File: config.mk
export PLATFORM = sky130hd
export DESIGN_NAME = serial_port_init_sequencer
export DESIGN_NICKNAME = d
export VERILOG_FILES = /design/src/rtl/serial_port_init_sequencer.sv
export SDC_FILE = /design/constraint.sdc
export NUM_CORES = 1
export LEC_CHECK = 0
export CAP_MARGIN = 20
export CELL_PAD_IN_SITES_DETAIL_PLACEMENT = 1
export CELL_PAD_IN_SITES_GLOBAL_PLACEMENT = 1
export CORE_ASPECT_RATIO = 2
export CORE_MARGIN = 10
export CORE_UTILIZATION = 30
export CTS_CLUSTER_SIZE = 30
export DETAILED_ROUTE_END_ITERATION = 12
export GPL_ROUTABILITY_DRIVEN = 0
export PLACE_DENSITY_LB_ADDON = 0.1
export RECOVER_POWER = 25
export SLEW_MARGIN = 20
export SYNTH_ARGS = -nofsm -noshare
export SYNTH_HDL_FRONTEND = slang
export SYNTH_SLANG_ARGS = --single-unit
File: constraint.sdc
create_clock -name Clock -period 2.4 [get_ports Clock]
set_input_delay 0.48 -clock Clock [delete_from_list [all_inputs] [get_ports Clock]]
set_output_delay 0.48 -clock Clock [all_outputs]
set_load 0.1 [all_outputs]
File: src/rtl/serial_port_init_sequencer.sv
// Purpose: writes baud divisor, line format, FIFO and IER setup into the BT/WiFi/USB 16550 ports, then hands the IO bus to the CPU.
// Latency: Init_Done_H rises POWERUP_CYCLES + 18*(1+WRITE_CYCLES+GAP_CYCLES) clocks after reset release (142 with defaults).
// Backpressure: CPU IO accesses are stalled via CPU_WaitRequest_H while sequencing; a restart waits for any in-flight CPU access to end.
module serial_port_init_sequencer #(
  parameter logic [15:0] DIVISOR_BT     = 16'd27,
  parameter logic [15:0] DIVISOR_WIFI   = 16'd27,
  parameter logic [15:0] DIVISOR_USB    = 16'd27,
  parameter int          POWERUP_CYCLES = 16,
  parameter int          WRITE_CYCLES   = 4,
  parameter int          GAP_CYCLES     = 2
) (
  input  logic        Clock,
  input  logic        Reset_H,
  input  logic        Start_H,
  input  logic [15:0] CPU_Address,
  input  logic        CPU_IOSelect_H,
  input  logic        CPU_ByteSelect_L,
  input  logic        CPU_WE_L,
  input  logic [7:0]  CPU_DataOut,
  output logic [15:0] Address,
  output logic        IOSelect_H,
  output logic        ByteSelect_L,
  output logic        WE_L,
  output logic [7:0]  DataOut,
  output logic        CPU_WaitRequest_H,
  output logic        Init_Done_H,
  output logic        Busy_H
);

  typedef enum logic [2:0] {
    S_POWERUP, S_SETUP, S_STROBE, S_GAP, S_DONE
  } state_t;

  typedef struct packed {
    logic [15:0] addr;
    logic        io_sel;
    logic        byte_sel_l;
    logic        we_l;
    logic [7:0]  data;
  } bus_t;

  localparam bus_t BUS_IDLE = '{addr: 16'h0000, io_sel: 1'b0, byte_sel_l: 1'b1,
                                we_l: 1'b1, data: 8'h00};

  localparam logic [15:0] PU_LAST  = 16'(POWERUP_CYCLES - 1);
  localparam logic [15:0] WR_LAST  = 16'(WRITE_CYCLES - 1);
  localparam logic [15:0] GAP_LAST = 16'(GAP_CYCLES - 1);

  state_t      state, state_nxt;
  logic [15:0] cnt, cnt_nxt;
  logic [1:0]  port_idx, port_nxt;
  logic [2:0]  reg_idx, reg_nxt;
  logic        pending, pending_nxt;
  bus_t        bus_q, bus_nxt;
  logic        in_done;

  function automatic logic [15:0] divisor_of(input logic [1:0] p);
    case (p)
      2'd0:    return DIVISOR_BT;
      2'd1:    return DIVISOR_WIFI;
      default: return DIVISOR_USB;
    endcase
  endfunction

  // Register map per step: LCR.DLAB=1, DLL, DLM, LCR=8N1, FCR enable+clear, IER=0
  function automatic logic [15:0] addr_of(input logic [1:0] p, input logic [2:0] r);
    logic [3:0] off;
    case (r)
      3'd0:    off = 4'd6;
      3'd1:    off = 4'd0;
      3'd2:    off = 4'd2;
      3'd3:    off = 4'd6;
      3'd4:    off = 4'd4;
      default: off = 4'd2;
    endcase
    return 16'h0200 + {10'd0, p, 4'd0} + {12'd0, off};
  endfunction

  function automatic logic [7:0] data_of(input logic [1:0] p, input logic [2:0] r);
    logic [15:0] div;
    div = divisor_of(p);
    case (r)
      3'd0:    return 8'h80;
      3'd1:    return div[7:0];
      3'd2:    return div[15:8];
      3'd3:    return 8'h03;
      3'd4:    return 8'h07;
      default: return 8'h00;
    endcase
  endfunction

  // State, step indices, restart request and registered bus drive
  always_ff @(posedge Clock) begin
    if (Reset_H) begin
      state    <= S_POWERUP;
      cnt      <= '0;
      port_idx <= '0;
      reg_idx  <= '0;
      pending  <= 1'b0;
      bus_q    <= BUS_IDLE;
    end else begin
      state    <= state_nxt;
      cnt      <= cnt_nxt;
      port_idx <= port_nxt;
      reg_idx  <= reg_nxt;
      pending  <= pending_nxt;
      bus_q    <= bus_nxt;
    end
  end

  // Next-state sequencing; bus drive is computed from the next state so it lines up with it
  always_comb begin
    state_nxt   = state;
    cnt_nxt     = cnt;
    port_nxt    = port_idx;
    reg_nxt     = reg_idx;
    pending_nxt = pending;
    bus_nxt     = BUS_IDLE;

    case (state)
      S_POWERUP: begin
        if (cnt == PU_LAST) begin
          state_nxt = S_SETUP;
          cnt_nxt   = '0;
        end else begin
          cnt_nxt = cnt + 16'd1;
        end
      end
      S_SETUP: begin
        state_nxt = S_STROBE;
        cnt_nxt   = '0;
      end
      S_STROBE: begin
        if (cnt == WR_LAST) begin
          state_nxt = S_GAP;
          cnt_nxt   = '0;
        end else begin
          cnt_nxt = cnt + 16'd1;
        end
      end
      S_GAP: begin
        if (cnt == GAP_LAST) begin
          cnt_nxt = '0;
          if (port_idx == 2'd2 && reg_idx == 3'd5) begin
            state_nxt = S_DONE;
          end else begin
            state_nxt = S_SETUP;
            if (reg_idx == 3'd5) begin
              reg_nxt  = '0;
              port_nxt = port_idx + 2'd1;
            end else begin
              reg_nxt = reg_idx + 3'd1;
            end
          end
        end else begin
          cnt_nxt = cnt + 16'd1;
        end
      end
      S_DONE: begin
        // Never cut a CPU access in progress: hold the restart until IOSelect drops
        if (Start_H || pending) begin
          if (!CPU_IOSelect_H) begin
            state_nxt   = S_POWERUP;
            cnt_nxt     = '0;
            port_nxt    = '0;
            reg_nxt     = '0;
            pending_nxt = 1'b0;
          end else begin
            pending_nxt = 1'b1;
          end
        end
      end
      default: state_nxt = S_POWERUP;
    endcase

    case (state_nxt)
      S_SETUP, S_STROBE: begin
        bus_nxt.addr       = addr_of(port_nxt, reg_nxt);
        bus_nxt.data       = data_of(port_nxt, reg_nxt);
        bus_nxt.io_sel     = 1'b1;
        bus_nxt.byte_sel_l = 1'b0;
        bus_nxt.we_l       = (state_nxt != S_STROBE);
      end
      S_GAP: begin
        bus_nxt.addr = addr_of(port_nxt, reg_nxt);
        bus_nxt.data = data_of(port_nxt, reg_nxt);
      end
      default: bus_nxt = BUS_IDLE;
    endcase
  end

  assign in_done = (state == S_DONE);

  // Bus ownership mux: CPU passes straight through only once sequencing is complete
  assign Address           = in_done ? CPU_Address      : bus_q.addr;
  assign IOSelect_H        = in_done ? CPU_IOSelect_H   : bus_q.io_sel;
  assign ByteSelect_L      = in_done ? CPU_ByteSelect_L : bus_q.byte_sel_l;
  assign WE_L              = in_done ? CPU_WE_L         : bus_q.we_l;
  assign DataOut           = in_done ? CPU_DataOut      : bus_q.data;
  assign CPU_WaitRequest_H = in_done ? 1'b0             : CPU_IOSelect_H;
  assign Init_Done_H       = in_done;
  assign Busy_H            = ~in_done;

endmodule

==> results of run 1 <==
[synth_stat cells (all sizes together) (2+ instances only)]
| cell | n | area share |
|---|---|---|
| nand2 | 55 | 0.10 |
| dfxtp | 37 | 0.37 |
| nor2 | 33 | 0.063 |
| and2 | 14 | 0.044 |
| clkbuf | 11 | 0.023 |
| a21oi | 10 | 0.027 |
| xnor2 | 10 | 0.044 |
| nor3 | 9 | 0.023 |
| nand3 | 8 | 0.020 |
| o21ai | 8 | 0.020 |
| xor2 | 8 | 0.035 |
| inv | 7 | 0.013 |
| buf | 5 | 0.011 |
| nor4 | 5 | 0.016 |
| a21o | 4 | 0.015 |
| or4 | 4 | 0.017 |
| ha | 3 | 0.019 |
| nand2b | 3 | 0.0095 |
| nand4 | 3 | 0.0095 |
| nor2b | 3 | 0.0095 |
| or3 | 3 | 0.011 |
| and3 | 2 | 0.0063 |
| and4 | 2 | 0.0088 |
| nor3b | 2 | 0.0076 |
| o21a | 2 | 0.0076 |
| or3b | 2 | 0.0088 |
[worst paths after layout]
| path | slack [ns] | depth (start not counted) | endpoint | startpoint |
|---|---|---|---|---|
| hold / removal | 0.53 | 2 | pending | pending |
| hold reg to reg | 0.53 | 2 | pending | pending |
| setup / recovery | -0.07 | 6 | bus_q[13] | cnt[6] |
| setup reg to reg | -0.07 | 6 | bus_q[13] | cnt[6] |
[cells in the final DEF, fill, tap and decap left out, types with 3 or more instances in the layout]
cell / n
nand2_1: 46
nor2_1: 33
nor4_1: 3
inv_1: 6
buf_4: 38
clkbuf_16: 5
nand3_1: 7
nor3_1: 7
o21ai_1: 3
clkdlybuf4s50_1: 29
a21o_1: 4
nand2_2: 9
nand2b_1: 3
o21ai_0: 5
dfxtp_2: 4
a21oi_1: 9
dfxtp_1: 33
nand4_1: 3
or4_4: 4
xor2_1: 8
and2_1: 14
buf_12: 32
xnor2_1: 9
[per-layer routing]
metal	routed length, um	global-route usage	vias to the layer above
met2	4370	0.296	35
met4	261	0.0765	0
li1	-	-	1069
met1	2200	0.108	1035
met3	166	0.0233	17
met5	0	0	-
[cells by family after synthesis]
logic type / Yosys count / synth area share
compound gates: 33 / 0.108
mux: 1 / 0.00505
flops: 37 / 0.374
buf+inv: 23 / 0.0474
fa+ha+maj: 3 / 0.0189
simple gates: 150 / 0.367
xor+xnor: 18 / 0.0795
[critical path, cell delays in order (launching register included)]
cell	delay, ns
dfxtp_2	0.32
or4_4	0.53
or4_4	0.59
o311a_1	0.33
a21o_1	0.17
or3_1	0.32
a21oi_2	0.14
[power by group]
part / internal (uW) / switching (uW) / leakage [uW] / total [uW]
Sequential: 620 / 3.32 / 0.000300 / 623
Combinational: 75.6 / 46.1 / 0.00108 / 122
Clock: 407 / 237 / 0.0000700 / 644
Total: 1100 / 286 / 0.00145 / 1390
[repair_timing]
action                     in CTS  in global routing
setup endpoints to repair      26                 28
pin swaps                       6                  1
setup buffers                   2                  0
resized for setup              15                  5
[metrics by stage]
step | util | cells | setup TNS, ns
4_1_cts | 0.548 | 443 | -0.175
2_1_floorplan | - | 265 | -0.201
3_5_place_dp | 0.514 | 434 | -2.06
6_report | 0.550 | 443 | -0.100
3_3_place_gp | 0.514 | 434 | -0.152
5_1_grt | 0.550 | 443 | -2.06
[state kept, by name, summed over array words and instances, names as in the netlist]
| register | cells |
|---|---|
| cnt | 16 |
| bus_q | 12 |
| reg_idx | 3 |
| state | 3 |
| port_idx | 2 |
| pending | 1 |
[cell type report]
| type | count | area (um2) | area share |
|---|---|---|---|
| flip-flops and latches | 37 | 746 | 0.213 |
| inverters | 7 | 26.3 | 0.00751 |
| clock buffers | 7 | 143 | 0.0408 |
| repair buffers | 101 | 1230 | 0.350 |
| well taps | 86 | 108 | 0.0307 |
| multi-input cells | 205 | 1250 | 0.358 |
==> impl_results.md, run 1 <==
- Dominant synthesized flop cell: dfxtp_1
- Per-cell routed wire length: 15.8 um
- Crit-path max FO: 5
- Setup crit end kind: flip-flop
- Number of distinct library cells after synthesis: 43
- Final setup vio count: 4
- Synthesized area: 0.00198 mm2
- Antenna violations before repair: 0
- Required time of the worst setup path: 2.61 ns
- Normalized max-slew margin: 0.679
- CTS Hold Bufs: 0
- Layout cell share with drive strength beyond 1: 0.314
- Clock slew at reported path FFs: 0.06 ns
- DIE AREA: 0.0105 mm2
- Period utilisation layout: 1.03
- Core area: 0.00636 mm2
- DRC Markers: 0
- H-tree levels: 2
- Number of fillers in the final layout: 772
- Warnings from Yosys: 0
- Slew Limit Fails: 0
- Inserted Diodes: 0
- TritonCTS clock tree: built
- CTS Buf Count: 5
- Status: finished with violations
- Drt first pass iters: 3
- Fin nets: 390
- # rows: 41
- Final min period: 2.47 ns
- Placed wire-length estimate: 5660 um
- HP Class: flip-flop to flip-flop
- Unrepaired setup endpoints after global routing: yes
- Clock sinks: 37
- Dpl ws: -0.211 ns
- VDD IR max: 368 uV
- Design Area, Final: 0.00350 mm2
- Chip width: 77.5 um
- Buffers on Ports: 59
- Synthesized Nets: 298
- Worst path arrival time: 2.69 ns
- Setup CP Type: flip-flop to flip-flop
- Syn_area_per_cell: 7.48 um2
- P&R area growth vs syn: 76.6%
- ANT nets after route: 0
- GRT Residual Overflow: 0
- Largest net degree at the start of global routing: 22
- First-pass GRT wire length: 11600 um
- Tot Pwr: 1390 uW
- Worst-skew pair later-pin latency: 0.28 ns
- Final WL: 7000 um
- Post-synthesis register bit count: 37
- Final worst slack: -0.0720 ns
- Mapped Cells: 265
- Via-to-Cell Ratio: 4.87
- MaxCap Viol Count: 0
- Seq/Total Area, Yosys: 0.374
- DR iter-0 viols: 58
- Longest Clk Path Bufs: 2
- Final hold violation count: 0
- Failing checks: negative setup slack
- Fmax: 405 MHz
- # IOs: 60
- Placement Cell Area: 0.00327 mm2
- Post-synthesis async set-or-reset flop share: 0
- Total GRT Usage: 0.138
- Vias in the first global route: 2369
- Hold Slack: 0.530 ns
- Final setup skew: 0.00536 ns
- Worst Tran Pin Value: 0.476 ns
- CP startpoint kind: flip-flop
- Post-synth EDFFs: 0
- Chip height: 135 um
- PwrDens: 397 mW/mm2
- Initial Util: 0.312
- Pleak: 0.00145 uW
- DR vias: 2156
- Root Driver: clkbuf_16
Power figures use the tool's default switching activity.
==> run 2, diff against run 1 <==
--- a/config.mk
+++ b/config.mk
@@ -8,7 +8,7 @@
 export CAP_MARGIN = 20
 export CELL_PAD_IN_SITES_DETAIL_PLACEMENT = 1
 export CELL_PAD_IN_SITES_GLOBAL_PLACEMENT = 1
-export CORE_ASPECT_RATIO = 2
+export CORE_ASPECT_RATIO = 0.9
 export CORE_MARGIN = 10
 export CORE_UTILIZATION = 30
 export CTS_CLUSTER_SIZE = 30
==> run 2 against run 1 <==
The run still ends with negative setup slack left. First-iteration DRC count increased by 79%. Utilization decreased by 0.83 points. Register-to-register slack got worse by 0.07 ns. Critical path type unchanged. Critical endpoint unchanged. Largest power group is now sequential cells.
==> impl_results.md, run 2 (synthesis results as in run 1) <==
- Status: finished with violations
- Failing checks: negative setup slack
- Clock slew at reported path FFs: 0.08 ns (+0.02 ns)
- Final setup skew: 0.00859 ns (+0.00323 ns)
- Hold Path Cell Cnt: 2 (unchanged)
- Vias in the first global route: 2184 (-7.8%)
- H-tree levels: 2 (unchanged)
- Final worst slack: -0.141 ns (-0.0689 ns)
- TritonCTS clock tree: built
- Layout Cells excl Fill: 450 (+1.6%)
- Slew Limit Fails: 0 (unchanged)
- Worst-skew pair later-pin latency: 0.29 ns (about the same)
- Fmax: 394 MHz (-2.7%)
- DR iter-0 viols: 104 (+79%)
- GRT Residual Overflow: 0 (unchanged)
- Top reg by flops: cnt
- CTS Buf Count: 5 (unchanged)
- Chip height: 97.1 um (-28%)
- Via-to-Cell Ratio: 4.76 (-2.2%)
- Normalized max-slew margin: 0.588 (-0.0918)
- Antenna violations before repair: 0 (unchanged)
- Worst R2R Setup Slack: -0.14 ns (-0.07 ns)
- Final hold violation count: 0 (unchanged)
- Final WL: 7080 um (+1.2%)
- Layout cell share with drive strength beyond 1: 0.328 (+0.0141)
- Biggest regs: cnt (16), bus_q (12)
- Drt first pass iters: 4 (+1)
- Reg2Reg Depth: 8 (+2)
- Per-cell routed wire length: 15.7 um (-0.35%)
- Clock sinks: 37 (unchanged)
- Placed cells: 438 (+0.92%)
- DIE AREA: 0.0103 mm2 (-1.8%)
- Buffers on Ports: 59 (unchanged)
- P&R area growth vs syn: 77.2%
- Inserted Diodes: 0 (unchanged)
- Fin nets: 392 (+0.51%)
- Final min period: 2.54 ns (+0.0689 ns)
- Largest net degree at the start of global routing: 31 (+41%)
- MaxCap Viol Count: 0 (unchanged)
- CTS Hold Bufs: 0 (unchanged)
- VDD IR max: 387 uV (+5.2%)
- PwrDens: 374 mW/mm2 (-5.7%)
- DR vias: 2141 (-0.70%)
- Worst Tran Pin Value: 0.612 ns (+0.136 ns)
- CP startpoint kind: flip-flop
- Initial Util: 0.306 (-0.00577)
- First-pass GRT wire length: 11500 um (-0.71%)
- # rows: 28 (-32%)
- Unrepaired setup endpoints after global routing: yes
- Commonest cells after routing, fill and taps aside: nand2_1, buf_4, nor2_1, dfxtp_1, buf_12
- # IOs: 60 (unchanged)
- Pleak: 0.00144 uW (-0.39%)
- Period utilisation layout: 1.06 (+0.0287)
- Setup CP Type: flip-flop to flip-flop
- Root Driver: clkbuf_8
- ANT nets after route: 0 (unchanged)
- Reg2reg start: cnt[1]
- Required time of the worst setup path: 2.63 ns (+0.02 ns)
- HP Class: flip-flop to flip-flop
- Placed wire-length estimate: 5360 um (-5.4%)
- Setup crit end kind: flip-flop
- Core area: 0.00648 mm2 (+1.9%)
- Launch point of the worst path: cnt[1]
- DRC Markers: 0 (unchanged)
- Chip width: 106 um (+36%)
- Tot Pwr: 1310 uW (-5.4%)
- Longest Clk Path Bufs: 2 (unchanged)
- Commonest non-fill, non-tap cell in the layout: nand2_1
- Final setup vio count: 5 (+1)
- Worst path arrival time: 2.78 ns (+0.09 ns)
- Sum of negative setup slack: -0.429 ns (-0.328 ns)
- Total GRT Usage: 0.136 (-0.00251)
- Crit-path max FO: 3 (-2)
- Worst hold start: pending
- Largest register FFs: 16 (unchanged)
run 2: cell count changes in the layout (fill, tap and decap cells not counted), sizes merged:
cell,previous run,this run
bufinv,0,1
buf,70,71
clkinvlp,0,1
a21o,4,5
clkbuf,9,8
run 2: timing repair:
action / 4_1_cts / 5_1_grt
gates resized for setup: 18 / 9
buffers inserted: 3 / 0
pin swaps: 9 / 1
cloned: 0 / 1
setup endpoints to repair: 27 / 46
run 2: where the power goes:
part	switching, uW	internal, uW
logic	45.0	73.8
clock network	236	338
registers	3.25	618
total	284	1030
run 2: path summary, 6_finish.rpt:
path                                   to
worst min register to register    pending
worst max-delay path            bus_q[13]
worst max register to register  bus_q[13]
worst min-delay path              pending
run 2: layer usage:
| metal | share of wire | vias to the layer above | track usage |
|---|---|---|---|
| li1 | - | 1074 | - |
| met1 | 0.46 | 1026 | 0.170 |
| met2 | 0.49 | 36 | 0.229 |
| met3 | 0.035 | 5 | 0.0318 |
| met4 | 0.0075 | 0 | 0.0312 |
| met5 | 0 | - | 0 |
run 2: final cells by class:
class	instances	area, um2
multi-input cells	206	1270
repair buffers	102	1230
clock buffers	6	82.6
clock inverters	2	37.5
well taps	90	113
flip-flops and latches	37	746
fillers	750	2970
inverters	7	26.3
run 2: stage by stage:
| stage | utilization | setup slack (ns) | hold WS [ns] | cell area [um2] |
|---|---|---|---|---|
| 6_report | 0.542 | -0.141 | 0.555 | 3510 |
| 5_1_grt | 0.542 | -0.224 | 0.600 | 3510 |
| 4_1_cts | 0.537 | -0.112 | 0.560 | 3480 |
| 3_5_place_dp | 0.505 | -0.217 | 0.546 | 3270 |
| 3_3_place_gp | 0.505 | -0.120 | 0.520 | 3270 |
| 2_1_floorplan | - | -0.146 | 0.477 | 2030 |
run 2: critical path: stages, from the launching register on:
cell	delay (ns)
dfxtp_2	0.33
inv_2	0.06
ha_4	0.11
or4bb_1	0.42
or4_4	0.53
o311a_4	0.33
a21o_1	0.19
or3_4	0.39
a21oi_2	0.12
==> variant: new RTL, settings of run 1 <==
Set the parameter `DIVISOR_WIFI` to 16'd20 (it was 16'd27).
--- a/src/rtl/serial_port_init_sequencer.sv
+++ b/src/rtl/serial_port_init_sequencer.sv
@@ -3,7 +3,7 @@
 // Backpressure: CPU IO accesses are stalled via CPU_WaitRequest_H while sequencing; a restart waits for any in-flight CPU access to end.
 module serial_port_init_sequencer #(
   parameter logic [15:0] DIVISOR_BT     = 16'd27,
-  parameter logic [15:0] DIVISOR_WIFI   = 16'd27,
+  parameter logic [15:0] DIVISOR_WIFI   = 16'd20,
   parameter logic [15:0] DIVISOR_USB    = 16'd27,
   parameter int          POWERUP_CYCLES = 16,
   parameter int          WRITE_CYCLES   = 4,
Behaviour: no difference found for any inputs over 10 cycles, from zero or initial values and one cycle with Reset_H high; that may be too few to reach the edited logic, so the function may still have changed.
==> variant against run 1 <==
The run still ends with negative setup slack left. Sequential share of layout area about the same. Power increased by 8.5%. Largest cell class unchanged. Wire length increased by 1.4%. Critical endpoint is now bus_q[1]. Synthesized area increased by 3.3%. Worst setup slack improved by 0.048 ns. Clock skew decreased by 0.0023 ns. Final area increased by 2.6%. Sequential cell count increased by 1. Count of clock-buffer cells in the layout decreased by 2.
==> variant: results (changes against run 1) <==
met2 Usage GRT 28.40% (-1.2 points); xor/xnor share of the synthesized area 7.269% (-0.69 points); met1 usage 11.15% (+0.31 points); vias in the first global route 2326 (-1.8%); Post-Syn Area per Cell 7.818 sq um (+4.5%); clk buf depth 2 (unchanged); register area share after synthesis 37.14% (-0.23 points); Post-synth top cells nand2_1 (54), nor2_1 (39), dfxtp_1 (38); GRT Util Overall 13.56% (-0.28 points); initial antenna violation count 0 (unchanged); Synth Area in Adders 1.833% (-0.061 points); H-tree depth 2 (unchanged); Compound-Gate Fraction of Synth Area 8.980% (-1.8 points); mux contribution to synthesized area 2.505% (+2.0 points); failing checks negative setup slack; setup_tns -0.02478 ns (+0.07567 ns); area growth from synthesis to layout 75.38%; critical path fanouts, max 4 (-1); via count 2184 (+1.3%); Worst slew margin 66.37% (-1.6 points); first-pass GRT wire length 11560 um (-0.35%); Routed wire per std cell 15.62 um (-1.1%); Setup Skew 0.003109 ns (-0.002251 ns); biggest regs cnt: 16 flops, bus_q: 13 flops; CTS buffer count 5 (unchanged); fillcell total 821 (+6.3%); non-filler cells, final 454 (+2.5%); Area after DPL 3406 sq um (+4.3%); Netlist cell types 53 (+23%); final worst slack -0.02399 ns (+0.04797 ns); Main synth FF type dfxtp_1; dpl cells 441 (+1.6%); share of cells above drive strength 1 34.70% (+3.3 points); Starting DRT DRC Count 36 (-38%); IO Port Bufs 59 (unchanged); die width 78.43 um (+1.2%); Synth area leaders dfxtp_1 (37%), nand2_1 (9.9%), nor2_1 (7.1%); Post-DP HPWL 5799 um (+2.4%); CTS Root Cell clkbuf_16; dpl ws -0.2060 ns (+0.004629 ns); status finished with violations; DRT Pass-1 Iters 4 (+1); largest net degree at the start of global routing 20 (-9.1%); worst skew pair latency 0.29 ns; crit path DAT 2.60 ns (-0.09 ns); Leak Pwr 1.524 nW (+5.2%); grt met3 use 3.417% (+1.1 points); Hold WC Path Type reg -> reg; Nets 398 (+2.1%); Max VDD drop 0.5074 mV (+38%); final setup violation count 2 (-2); Synth Net Count 295 (-1.0%)
variant: cell count changes after synthesis, sizes merged, moves of 4 or more:
cell / change
and2: -11
a31oi: +4
and3: +13
a21oi: -4
nor2: +7
buf: -4
variant: cell families after synthesis:
logic type | count (synthesis)
AND/OR/NAND/NOR | 157
flip-flops | 38
AO/OA/AOI/OAI | 25
XOR/XNOR | 17
buffers and inverters | 17
multiplexers | 5
adder cells (fa/ha/maj) | 3
variant: critical path, cell delays in order (launching register included):
cell,delay (ns)
dfxtp_2,0.32
or4_4,0.53
or4_4,0.61
nor3_4,0.24
mux2_2,0.37
o211ai_1,0.19
a21oi_2,0.07
variant: area by class of cell:
type,count,area share [%]
Timing Repair Buffer,106,32.22
Clock buffer,5,3.483
Tap cell,88,3.065
Inverter,7,0.7663
Clock inverter,3,1.254
Sequential cell,38,21.28
Multi-Input combinational cell,207,37.93
variant: metal layers:
metal	vias to the layer above	part of all wire, %
li1	1090	-
met1	1039	32
met2	41	63
met3	14	3.4
met4	0	2.5
met5	-	0
variant: worst paths after layout:
| path | cells after the start | slack (ns) | start | end |
|---|---|---|---|---|
| hold reg to reg | 2 | 0.52 | pending | pending |
| setup reg to reg | 6 | -0.02 | cnt[8] | bus_q[1] |
| setup / recovery | 6 | -0.02 | cnt[8] | bus_q[1] |
| hold / removal | 2 | 0.52 | pending | pending |
variant: what timing repair did:
item	CTS	global route
resized for setup	11	13
buffers inserted	3	2
setup endpoints to repair	16	41
pin swaps	1	3
variant: power by group:
group,internal [mW],total [mW],switching [mW]
registers,0.636,0.640,0.00367
clock network,0.490,0.756,0.267
logic,0.0706,0.112,0.0413
total,1.20,1.51,0.311
